## src/rtl/st_pixel_unpacker_if.sv

```systemverilog
// Stream-in / pixel-out bundle for st_pixel_unpacker.
// The unpacker is the slave: it sinks stream words and sources tagged pixels.
interface st_pixel_unpacker_if #(
  parameter int DATA_WIDTH = 256
);
  logic [DATA_WIDTH-1:0] st_data;
  logic                  valid;
  logic                  ready;
  logic                  resync;
  logic [23:0]           pix_data;
  logic                  pix_valid;
  logic                  pix_ready;
  logic                  pix_sol;
  logic                  pix_eol;
  logic                  pix_sof;
  logic                  pix_eof;
  logic [15:0]           underrun_cnt;

  modport slave (
    input  st_data, valid, resync, pix_ready,
    output ready, pix_data, pix_valid, pix_sol, pix_eol, pix_sof, pix_eof, underrun_cnt
  );

  modport master (
    output st_data, valid, resync, pix_ready,
    input  ready, pix_data, pix_valid, pix_sol, pix_eol, pix_sof, pix_eof, underrun_cnt
  );
endinterface

```

## src/rtl/st_pixel_unpacker.sv

```systemverilog
// Unpacks wide stream words into 24-bit RGB pixels, one per handshake,
// tagging line/frame boundaries and counting mid-frame starvation cycles.
module st_pixel_unpacker #(
  parameter int DATA_WIDTH = 256,
  parameter int SLOT_WIDTH = 32,
  parameter int H_ACTIVE   = 1920,
  parameter int V_ACTIVE   = 1080
) (
  input logic                clk,
  input logic                rst_n,
  st_pixel_unpacker_if.slave bus
);

  localparam int NSLOT = DATA_WIDTH / SLOT_WIDTH;
  localparam int SW    = (NSLOT > 1)    ? $clog2(NSLOT)    : 1;
  localparam int XW    = (H_ACTIVE > 1) ? $clog2(H_ACTIVE) : 1;
  localparam int YW    = (V_ACTIVE > 1) ? $clog2(V_ACTIVE) : 1;

  if ((DATA_WIDTH % SLOT_WIDTH) != 0 || SLOT_WIDTH < 24) begin : g_bad_params
    $error("st_pixel_unpacker: DATA_WIDTH must be a multiple of SLOT_WIDTH >= 24");
  end

  logic [DATA_WIDTH-1:0] word_q, word_d;
  logic                  full_q, full_d;
  logic [SW-1:0]         s_q, s_d;
  logic [XW-1:0]         x_q, x_d;
  logic [YW-1:0]         y_q, y_d;
  logic [15:0]           ucnt_q, ucnt_d;

  logic last_slot, x_last, y_last, pix_acc, load, starve;

  assign last_slot = (s_q == SW'(NSLOT - 1));
  assign x_last    = (x_q == XW'(H_ACTIVE - 1));
  assign y_last    = (y_q == YW'(V_ACTIVE - 1));
  assign pix_acc   = full_q && bus.pix_ready;

  // pix_ready feeds ready combinationally so the next word loads as the last slot leaves.
  assign bus.ready = !bus.resync && (!full_q || (pix_acc && last_slot));
  assign load      = bus.valid && bus.ready;
  assign starve    = bus.pix_ready && !full_q && (x_q != '0 || y_q != '0);

  assign bus.pix_valid    = full_q;
  assign bus.pix_data     = word_q[int'(s_q) * SLOT_WIDTH +: 24];
  assign bus.pix_sol      = full_q && (x_q == '0);
  assign bus.pix_eol      = full_q && x_last;
  assign bus.pix_sof      = full_q && (x_q == '0) && (y_q == '0);
  assign bus.pix_eof      = full_q && x_last && y_last;
  assign bus.underrun_cnt = ucnt_q;

  always_comb begin
    // NOTE: every next-state signal starts from its current value so no path leaves it unassigned (no latches).
    word_d = word_q;
    full_d = full_q;
    s_d    = s_q;
    x_d    = x_q;
    y_d    = y_q;
    ucnt_d = ucnt_q;

    if (bus.resync) begin
      full_d = 1'b0;
      s_d    = '0;
      x_d    = '0;
      y_d    = '0;
    end else begin
      if (load) begin
        word_d = bus.st_data;
        s_d    = '0;
        full_d = 1'b1;
      end else if (pix_acc) begin
        if (last_slot) full_d = 1'b0;
        else           s_d    = s_q + 1'b1;
      end

      // Raster position follows accepted pixels only; word boundaries are irrelevant.
      if (pix_acc) begin
        if (x_last) begin
          x_d = '0;
          y_d = y_last ? '0 : y_q + 1'b1;
        end else begin
          x_d = x_q + 1'b1;
        end
      end

      if (starve && ucnt_q != 16'hFFFF) ucnt_d = ucnt_q + 16'd1;
    end
  end

  // NOTE: sequential state uses non-blocking assignments so every register samples pre-edge values.
  always_ff @(posedge clk or negedge rst_n) begin
    if (!rst_n) begin
      word_q <= '0;
      full_q <= 1'b0;
      s_q    <= '0;
      x_q    <= '0;
      y_q    <= '0;
      ucnt_q <= '0;
    end else begin
      word_q <= word_d;
      full_q <= full_d;
      s_q    <= s_d;
      x_q    <= x_d;
      y_q    <= y_d;
      ucnt_q <= ucnt_d;
    end
  end

endmodule

```

## src/flat_wrapper.sv

```systemverilog
// flat-port wrapper written by rule: the top's interface ports become plain ports
module st_pixel_unpacker_flat 
#(
  parameter int DATA_WIDTH = 256,
  parameter int SLOT_WIDTH = 32,
  parameter int H_ACTIVE   = 1920,
  parameter int V_ACTIVE   = 1080
)
  (clk, rst_n, bus_st_data, bus_valid, bus_resync, bus_pix_ready, bus_ready, bus_pix_data, bus_pix_valid, bus_pix_sol, bus_pix_eol, bus_pix_sof, bus_pix_eof, bus_underrun_cnt);
  st_pixel_unpacker_if #(.DATA_WIDTH(DATA_WIDTH)) bus_i ();
  input logic clk;
  input logic rst_n;
  input wire logic [$bits(bus_i.st_data)-1:0] bus_st_data;
  input wire logic [$bits(bus_i.valid)-1:0] bus_valid;
  input wire logic [$bits(bus_i.resync)-1:0] bus_resync;
  input wire logic [$bits(bus_i.pix_ready)-1:0] bus_pix_ready;
  output wire logic [$bits(bus_i.ready)-1:0] bus_ready;
  output wire logic [$bits(bus_i.pix_data)-1:0] bus_pix_data;
  output wire logic [$bits(bus_i.pix_valid)-1:0] bus_pix_valid;
  output wire logic [$bits(bus_i.pix_sol)-1:0] bus_pix_sol;
  output wire logic [$bits(bus_i.pix_eol)-1:0] bus_pix_eol;
  output wire logic [$bits(bus_i.pix_sof)-1:0] bus_pix_sof;
  output wire logic [$bits(bus_i.pix_eof)-1:0] bus_pix_eof;
  output wire logic [$bits(bus_i.underrun_cnt)-1:0] bus_underrun_cnt;
  assign bus_i.st_data = bus_st_data;
  assign bus_i.valid = bus_valid;
  assign bus_i.resync = bus_resync;
  assign bus_i.pix_ready = bus_pix_ready;
  assign bus_ready = bus_i.ready;
  assign bus_pix_data = bus_i.pix_data;
  assign bus_pix_valid = bus_i.pix_valid;
  assign bus_pix_sol = bus_i.pix_sol;
  assign bus_pix_eol = bus_i.pix_eol;
  assign bus_pix_sof = bus_i.pix_sof;
  assign bus_pix_eof = bus_i.pix_eof;
  assign bus_underrun_cnt = bus_i.underrun_cnt;
  st_pixel_unpacker #(.DATA_WIDTH(DATA_WIDTH), .SLOT_WIDTH(SLOT_WIDTH), .H_ACTIVE(H_ACTIVE), .V_ACTIVE(V_ACTIVE)) u_core (.clk(clk), .rst_n(rst_n), .bus(bus_i));
endmodule
```

## config.mk

```make
export PLATFORM = sky130hd
export DESIGN_NAME = st_pixel_unpacker_flat
export DESIGN_NICKNAME = d
export VERILOG_FILES = /design/src/rtl/st_pixel_unpacker_if.sv /design/src/rtl/st_pixel_unpacker.sv /design/src/flat_wrapper.sv
export SDC_FILE = /design/constraint.sdc
export NUM_CORES = 1
export LEC_CHECK = 0
export ABC_CLOCK_PERIOD_IN_PS = 5500
export BUFFER_PORTS_ARGS = -buffer_cell sky130_fd_sc_hd__buf_2
export CAP_MARGIN = 20
export CORE_MARGIN = 2
export CORE_UTILIZATION = 39
export CTS_CLUSTER_DIAMETER = 40
export DETAILED_ROUTE_END_ITERATION = 10
export SLEW_MARGIN = 20
export SYNTH_ARGS = -nofsm -noshare
export SYNTH_HDL_FRONTEND = slang
export SYNTH_SLANG_ARGS = --single-unit
export TNS_END_PERCENT = 30
```

## constraint.sdc

```tcl
create_clock -name clk -period 5.5 [get_ports clk]
set_clock_uncertainty 0.05 [all_clocks]
set_input_delay 0.55 -clock clk [delete_from_list [all_inputs] [get_ports clk]]
set_output_delay 0.55 -clock clk [all_outputs]
set_load 0.03 [all_outputs]
```

==> results of run 1 <==
[worst max-delay path: stages (launching register included)]
cell and delay [ps]:
dfrtp_4 910, buf_4 480, mux4_2 560, mux2_2 290
buf_2 190
[logic make-up (layout without fill, tap and decap cells)]
kind of cell	count (synthesis)	count (layout)	synth area share
other cells	0	6	0
simple gates	127	127	0.0664
buf+inv	49	329	0.0204
xor+xnor	22	22	0.0178
mux	269	269	0.330
compound gates	24	24	0.0159
flops	234	234	0.541
fa+ha+maj	7	7	0.00810
[worst paths after layout]
check	start	end	slack (ps)	cells after the start
worst min register to register	u_core.bus.underrun_cnt[7]	u_core.bus.underrun_cnt[7]	450	1
min in group clk	bus_st_data[99]	u_core.word_q[99]	220	2
worst max-delay path	u_core.s_q[0]	bus_pix_data[2]	1930	4
max in group asynchronous	rst_n	u_core.word_q[35]	4120	2
worst min-delay path	rst_n	u_core.bus.underrun_cnt[4]	30	1
worst max register to register	u_core.s_q[0]	u_core.word_q[198]	2620	7
[stage by stage]
| stage | power [uW] | instances | setup slack, ps | area, sq um | util |
|---|---|---|---|---|---|
| final | 5530 | 1390 | 1930 | 13800 | 0.508 |
| after global routing | 5810 | 1385 | 1700 | 13800 | 0.508 |
| after CTS | 5630 | 1384 | 1780 | 13800 | 0.508 |
| after detailed placement | 3080 | 1311 | 2350 | 12400 | 0.458 |
| after global placement | 3050 | 1310 | 2350 | 12400 | 0.457 |
| after floorplan | 2780 | 732 | 2640 | 10800 | - |
[layout make-up]
| cell class | count | area (sq um) | share of cell area |
|---|---|---|---|
| antenna | 6 | 15.0 | 0.00109 |
| clock buffer | 56 | 1120 | 0.0815 |
| clock inverter | 17 | 238 | 0.0173 |
| inverter | 8 | 30.0 | 0.00218 |
| multi-input combinational | 449 | 4740 | 0.344 |
| sequential | 234 | 5860 | 0.425 |
| tap | 372 | 465 | 0.0338 |
| timing repair buffer | 248 | 1300 | 0.0946 |
[power groups by stage]
stage               combinational [uW]  clock [uW]  sequential, uW
floorplan                          609           0            2180
global placement                   845           0            2210
detailed placement                 862           0            2220
CTS                                867        2570            2190
global route                       923        2660            2230
finish                             849        2500            2190
[synthesized netlist by cell type, drive strengths merged (2+ instances only)]
| master | instances | area share |
|---|---|---|
| mux2i | 4 | 0.0037 |
| nor3 | 15 | 0.0074 |
| inv | 8 | 0.0028 |
| nor2 | 29 | 0.011 |
| dfrtp | 234 | 0.54 |
| and2 | 4 | 0.0023 |
| ha | 7 | 0.0081 |
| nor2b | 2 | 0.0012 |
| o41ai | 2 | 0.0034 |
| mux2 | 217 | 0.23 |
| o31ai | 3 | 0.0021 |
| nand4 | 14 | 0.0093 |
| xnor2 | 5 | 0.0040 |
| mux4 | 48 | 0.10 |
| xor2 | 17 | 0.014 |
| buf | 29 | 0.013 |
| nor4 | 13 | 0.0095 |
| a21oi | 6 | 0.0028 |
| nand2 | 17 | 0.0059 |
| nor4b | 2 | 0.0016 |
| clkbuf | 12 | 0.0042 |
| or4 | 3 | 0.0024 |
| and3 | 2 | 0.0012 |
| o21ai | 11 | 0.0051 |
| nand3 | 20 | 0.0093 |
[routing by layer]
metal	GRT usage	wire length [um]
met3	0.0673	2030
met4	0.0520	566
met2	0.283	11700
met5	0	70
met1	0.225	10700
[registers in the layout (all words and copies together) (netlist names)]
name	cells
u_core.bus.pix_valid	1
u_core.bus.underrun_cnt	16
u_core.s_q	3
u_core.word_q	192
u_core.x_q	11
u_core.y_q	11
[cell usage in the layout (no fill, tap or decap), types with 8 or more instances in the layout]
cell type / n
clkbuf_1: 11
mux4_2: 48
nand3_1: 20
clkbuf_16: 41
inv_1: 8
nand2_1: 17
xor2_1: 17
nor2_1: 27
dfrtp_1: 231
nand4_1: 12
nor4_1: 11
o21ai_0: 8
buf_2: 241
mux2_2: 216
nor3_1: 14
==> impl_metrics.csv, run 1 <==
group,metric,value,unit
global_route,grt_pass1_vias,7508,
timing,hold_ws,34.5,ps
finish,area_delta_synth_final,27.4,%
global_route,grt_usage,0.177,
cts,post-cts-setup-buffer-count,0,
cts,cts.htree.levels,2,
synthesis,ys_types,44,
pwr,switching_share,0.248,
route,route.detailed.vias_per_inst,5.01,
cts,cts-hold-fix-buffers,0,
route,wl_per_cell,18.0,um
placed_design,port_buffers,242,
route,postRouteAntennaNets,0,
floorplanning,die_w,171,um
worst_setup_path,worst_setup_path_start_kind,"register",
synthesis,synthesis.nets,1000,
finish,drive_gt1_frac,0.584,
cts,ctsResizeCount,0,
synthesis,ys_warn_count,0,
finish,nets,1249,
pwr,p_sw,1370,uW
route,wl,25000,um
global_route,grt_antenna_before_repair,9,
cts,clk_path_buf_depth,3,
timing,tightest_slew,894,ps
floorplanning,dieArea,29100,sq um
synthesis,async_flop_share,1.00,
pwr,cellPowerDensity,402,nW/um^2
cts,cts_root_buffer,"clkbuf_16",
outcome,status,"finished clean",
route,drt_first_iter_violations,389,
floorplanning,rows,60,
timing,max_freq,280,MHz
worst_setup_path,worstSetupEndpointType,"output pin",
timing,tns,0,ps
synthesis,synth_edf_count,0,
pwr,combPwrFrac,0.153,
worst_setup_path,required,4900,ps
finish,fillCellCount,2370,
timing,rsz0062_at_grt,"no",
run,drv_cap,0,
timing,setup_violations,0,
floorplanning,die_y,171,um
cts,clk_latency,510,ps
route,drt_pass1_iterations,4,
timing,finalCritPeriodShare,0.650,
synthesis,synth_flop_cell,"dfrtp_1",
synthesis,yosysSeqAreaShare,0.541,
cts,clock-sinks,234,
timing,finalHoldViolCount,0,
pwr,intPower,4160,uW
pwr,seq_power_share,0.395,
global_route,grt_overflow,0,
route,vias,6963,
placed_design,gp_congestion,0.775,
timing,fin_crit,3570,ps
worst_setup_path,crit_fanout,34,
route,drc,0,
synthesis,synth.avg_cell_area,14.8,sq um
worst_setup_path,crit_type,"register to output pin",
pwr,leakage,0.00604,uW
placed_design,post-dp-hpwl,16800,um
synthesis,syn-cell-area,10800,sq um
cts,clk_pin_slew,60,ps
cts,cts_made_buffers,40,
global_route,grt_pass1_wl,40400,um
cts,cts_tree,"done",
global_route,grt_max_degree,137,
floorplanning,start_util,0.399,
timing,slew_headroom,0.404,
floorplanning,ioPinCount,307,
floorplanning,coreArea,27100,sq um
synthesis,syn_inst,732,
hold_path,hold_class,"input port to async pin",
synthesis,ys_ff_latch,234,
pwr,ir_drop,205,uV
worst_setup_path,critPathArrivalTime,2970,ps
pwr,pwr-share-clk,0.451,
timing,drv_slew,0,
(Power assumes the default switching activity.)
==> inputs of run 2 (changes only) <==
ABC_CLOCK_PERIOD_IN_PS = 3400   (was 5500)
clock period = 3.4 ns   (was 5.5 ns; I/O delays follow)
==> impl_metrics.csv, run 2 (synthesis results as in run 1) <==
group,metric,value,unit
finish,largest_reg_flops,192,
hold_path,hold_depth,2,
finish,multi_input_area,4740,sq um
floorplanning,ioPinCount,307,
placed_design,gp_congestion,0.797,
finish,final_area,14900,sq um
worst_setup_path,r2r_setup_slack,1030,ps
timing,tns,0,ps
worst_setup_path,worstSetupEndpointType,"output pin",
floorplanning,start_util,0.399,
cts,clk_pin_slew,50,ps
cts,clk_latency,510,ps
cts,clk_path_buf_depth,3,
route,drc,0,
outcome,status,"finished clean",
global_route,grt_antenna_before_repair,4,
cts,cts_tree,"done",
cts,clock-sinks,234,
timing,slew_headroom,0.439,
finish,layout_commonest_cell,"buf_2",
global_route,grt_max_degree,75,
worst_setup_path,path_depth,4,
placed_design,dp_slack,1010,ps
route,postRouteAntennaNets,0,
finish,seq_area,5860,sq um
timing,rsz0062_at_grt,"no",
hold_path,whs_endpoint,"u_core.word_q[42]",
global_route,grt_pass1_vias,7976,
worst_setup_path,worstReg2RegEnd,"u_core.word_q[199]",
route,wl_per_cell,17.7,um
pwr,leakage,0.00649,uW
worst_setup_path,crit_fanout,49,
finish,drive_gt1_frac,0.539,
timing,max_freq,352,MHz
cts,ctsResizeCount,0,
worst_setup_path,rr_worst_depth,7,
finish,fillCellCount,2209,
finish,area_delta_synth_final,37.5,%
timing,finalHoldViolCount,0,
cts,cts_made_buffers,40,
route,drt_first_iter_violations,264,
floorplanning,dieArea,29100,sq um
route,wl,26400,um
run,drv_cap,0,
floorplanning,die_y,171,um
timing,fin_crit,2840,ps
placed_design,port_buffers,242,
worst_setup_path,crit_type,"register to output pin",
global_route,grt_pass1_wl,42300,um
worst_setup_path,crit_buf_inv,2,
timing,tightest_slew,842,ps
pwr,fin_total_pwr,9170,uW
floorplanning,die_w,171,um
worst_setup_path,r2r-start,"u_core.s_q[0]",
route,route.detailed.vias_per_inst,4.99,
finish,final_cell_mix,"buf_2 (241), dfrtp_1 (231), mux2_2 (216), dlygate4sd3_1 (97), mux4_2 (48)",
hold_path,worstHoldStart,"bus_st_data[42]",
finish,nets,1353,
worst_setup_path,critPathArrivalTime,2450,ps
timing,setup_violations,0,
hold_path,hold_class,"input port to register",
timing,fin_ws,558,ps
route,drt_pass1_iterations,4,
pwr,cellPowerDensity,617,nW/um^2
placed_design,post-dp-hpwl,17000,um
cts,cts_root_buffer,"clkbuf_16",
timing,drv_slew,0,
worst_setup_path,cp_top_family,"buffers and inverters",
worst_setup_path,crit_chain,"buf_4 -> mux4_2 -> mux2_2 -> buf_2",
cts,cts.htree.levels,2,
worst_setup_path,required,3010,ps
route,vias,7429,
placed_design,post_dp_cell_area,12500,sq um
worst_setup_path,cpMaxStageDelayCell,"buf_4",
worst_setup_path,max_stage_delay,670,ps
worst_setup_path,worst_setup_path_start_kind,"register",
global_route,grt_usage,0.186,
floorplanning,coreArea,27100,sq um
floorplanning,rows,60,
pwr,ir_drop,404,uV
finish,top_register,"u_core.word_q",
cts,post-cts-setup-buffer-count,0,
global_route,grt_overflow,0,
timing,finalCritPeriodShare,0.836,
[run 2: changes by cell type in the layout (fill, tap and decap cells not counted), sizes merged]
cell         before  now
buf             248  255
bufinv            5    6
clkbuf           56   53
clkinv            6    4
clkinvlp          2    8
diode             6    3
dlygate4sd3       0   97
inv              12    9
[run 2: what timing repair did]
item,4_1_cts,5_1_grt
hold buffers,97,0
hold endpoints to repair,166,0
endpoints found under the setup margin,0,0
[run 2: metal layers]
layer	wire (um)	part of all wire	track usage	vias up
li1	-	-	-	3454
met1	11200	0.42	0.236	3701
met2	12800	0.48	0.306	221
met3	1730	0.065	0.0514	51
met4	703	0.027	0.0654	2
met5	13	0.00049	0	-
[run 2: worst max-delay path by stage]
stage / from / end
6_report: u_core.s_q[1] / bus_pix_data[2]
5_1_grt: u_core.s_q[1] / bus_pix_data[2]
4_1_cts: u_core.s_q[1] / bus_pix_data[2]
3_5_place_dp: u_core.s_q[0] / u_core.word_q[199]
3_3_place_gp: u_core.s_q[0] / u_core.word_q[72]
2_1_floorplan: u_core.x_q[0] / bus_pix_eof
[run 2: stage by stage]
step / util / instances / hold WS [ps]
5_1_grt: 0.549 / 1488 / 1.17
4_1_cts: 0.549 / 1487 / 0.0797
3_5_place_dp: 0.461 / 1318 / 321
6_report: 0.549 / 1490 / 17.2
3_3_place_gp: 0.461 / 1318 / 324
2_1_floorplan: - / 732 / -5.59
[run 2: cell type report]
class                           instances  share of cell area
Sequential cell                       234               0.394
Multi-Input combinational cell        449               0.319
Timing Repair Buffer                  352               0.160
Clock buffer                           53              0.0754
Tap cell                              372              0.0313
Clock inverter                         19              0.0181
Inverter                                8             0.00202
Antenna cell                            3            0.000505
[run 2: report_power, final]
part	switching [uW]	internal, uW
Sequential	264	3260
Clock	1370	2770
Combinational	643	862
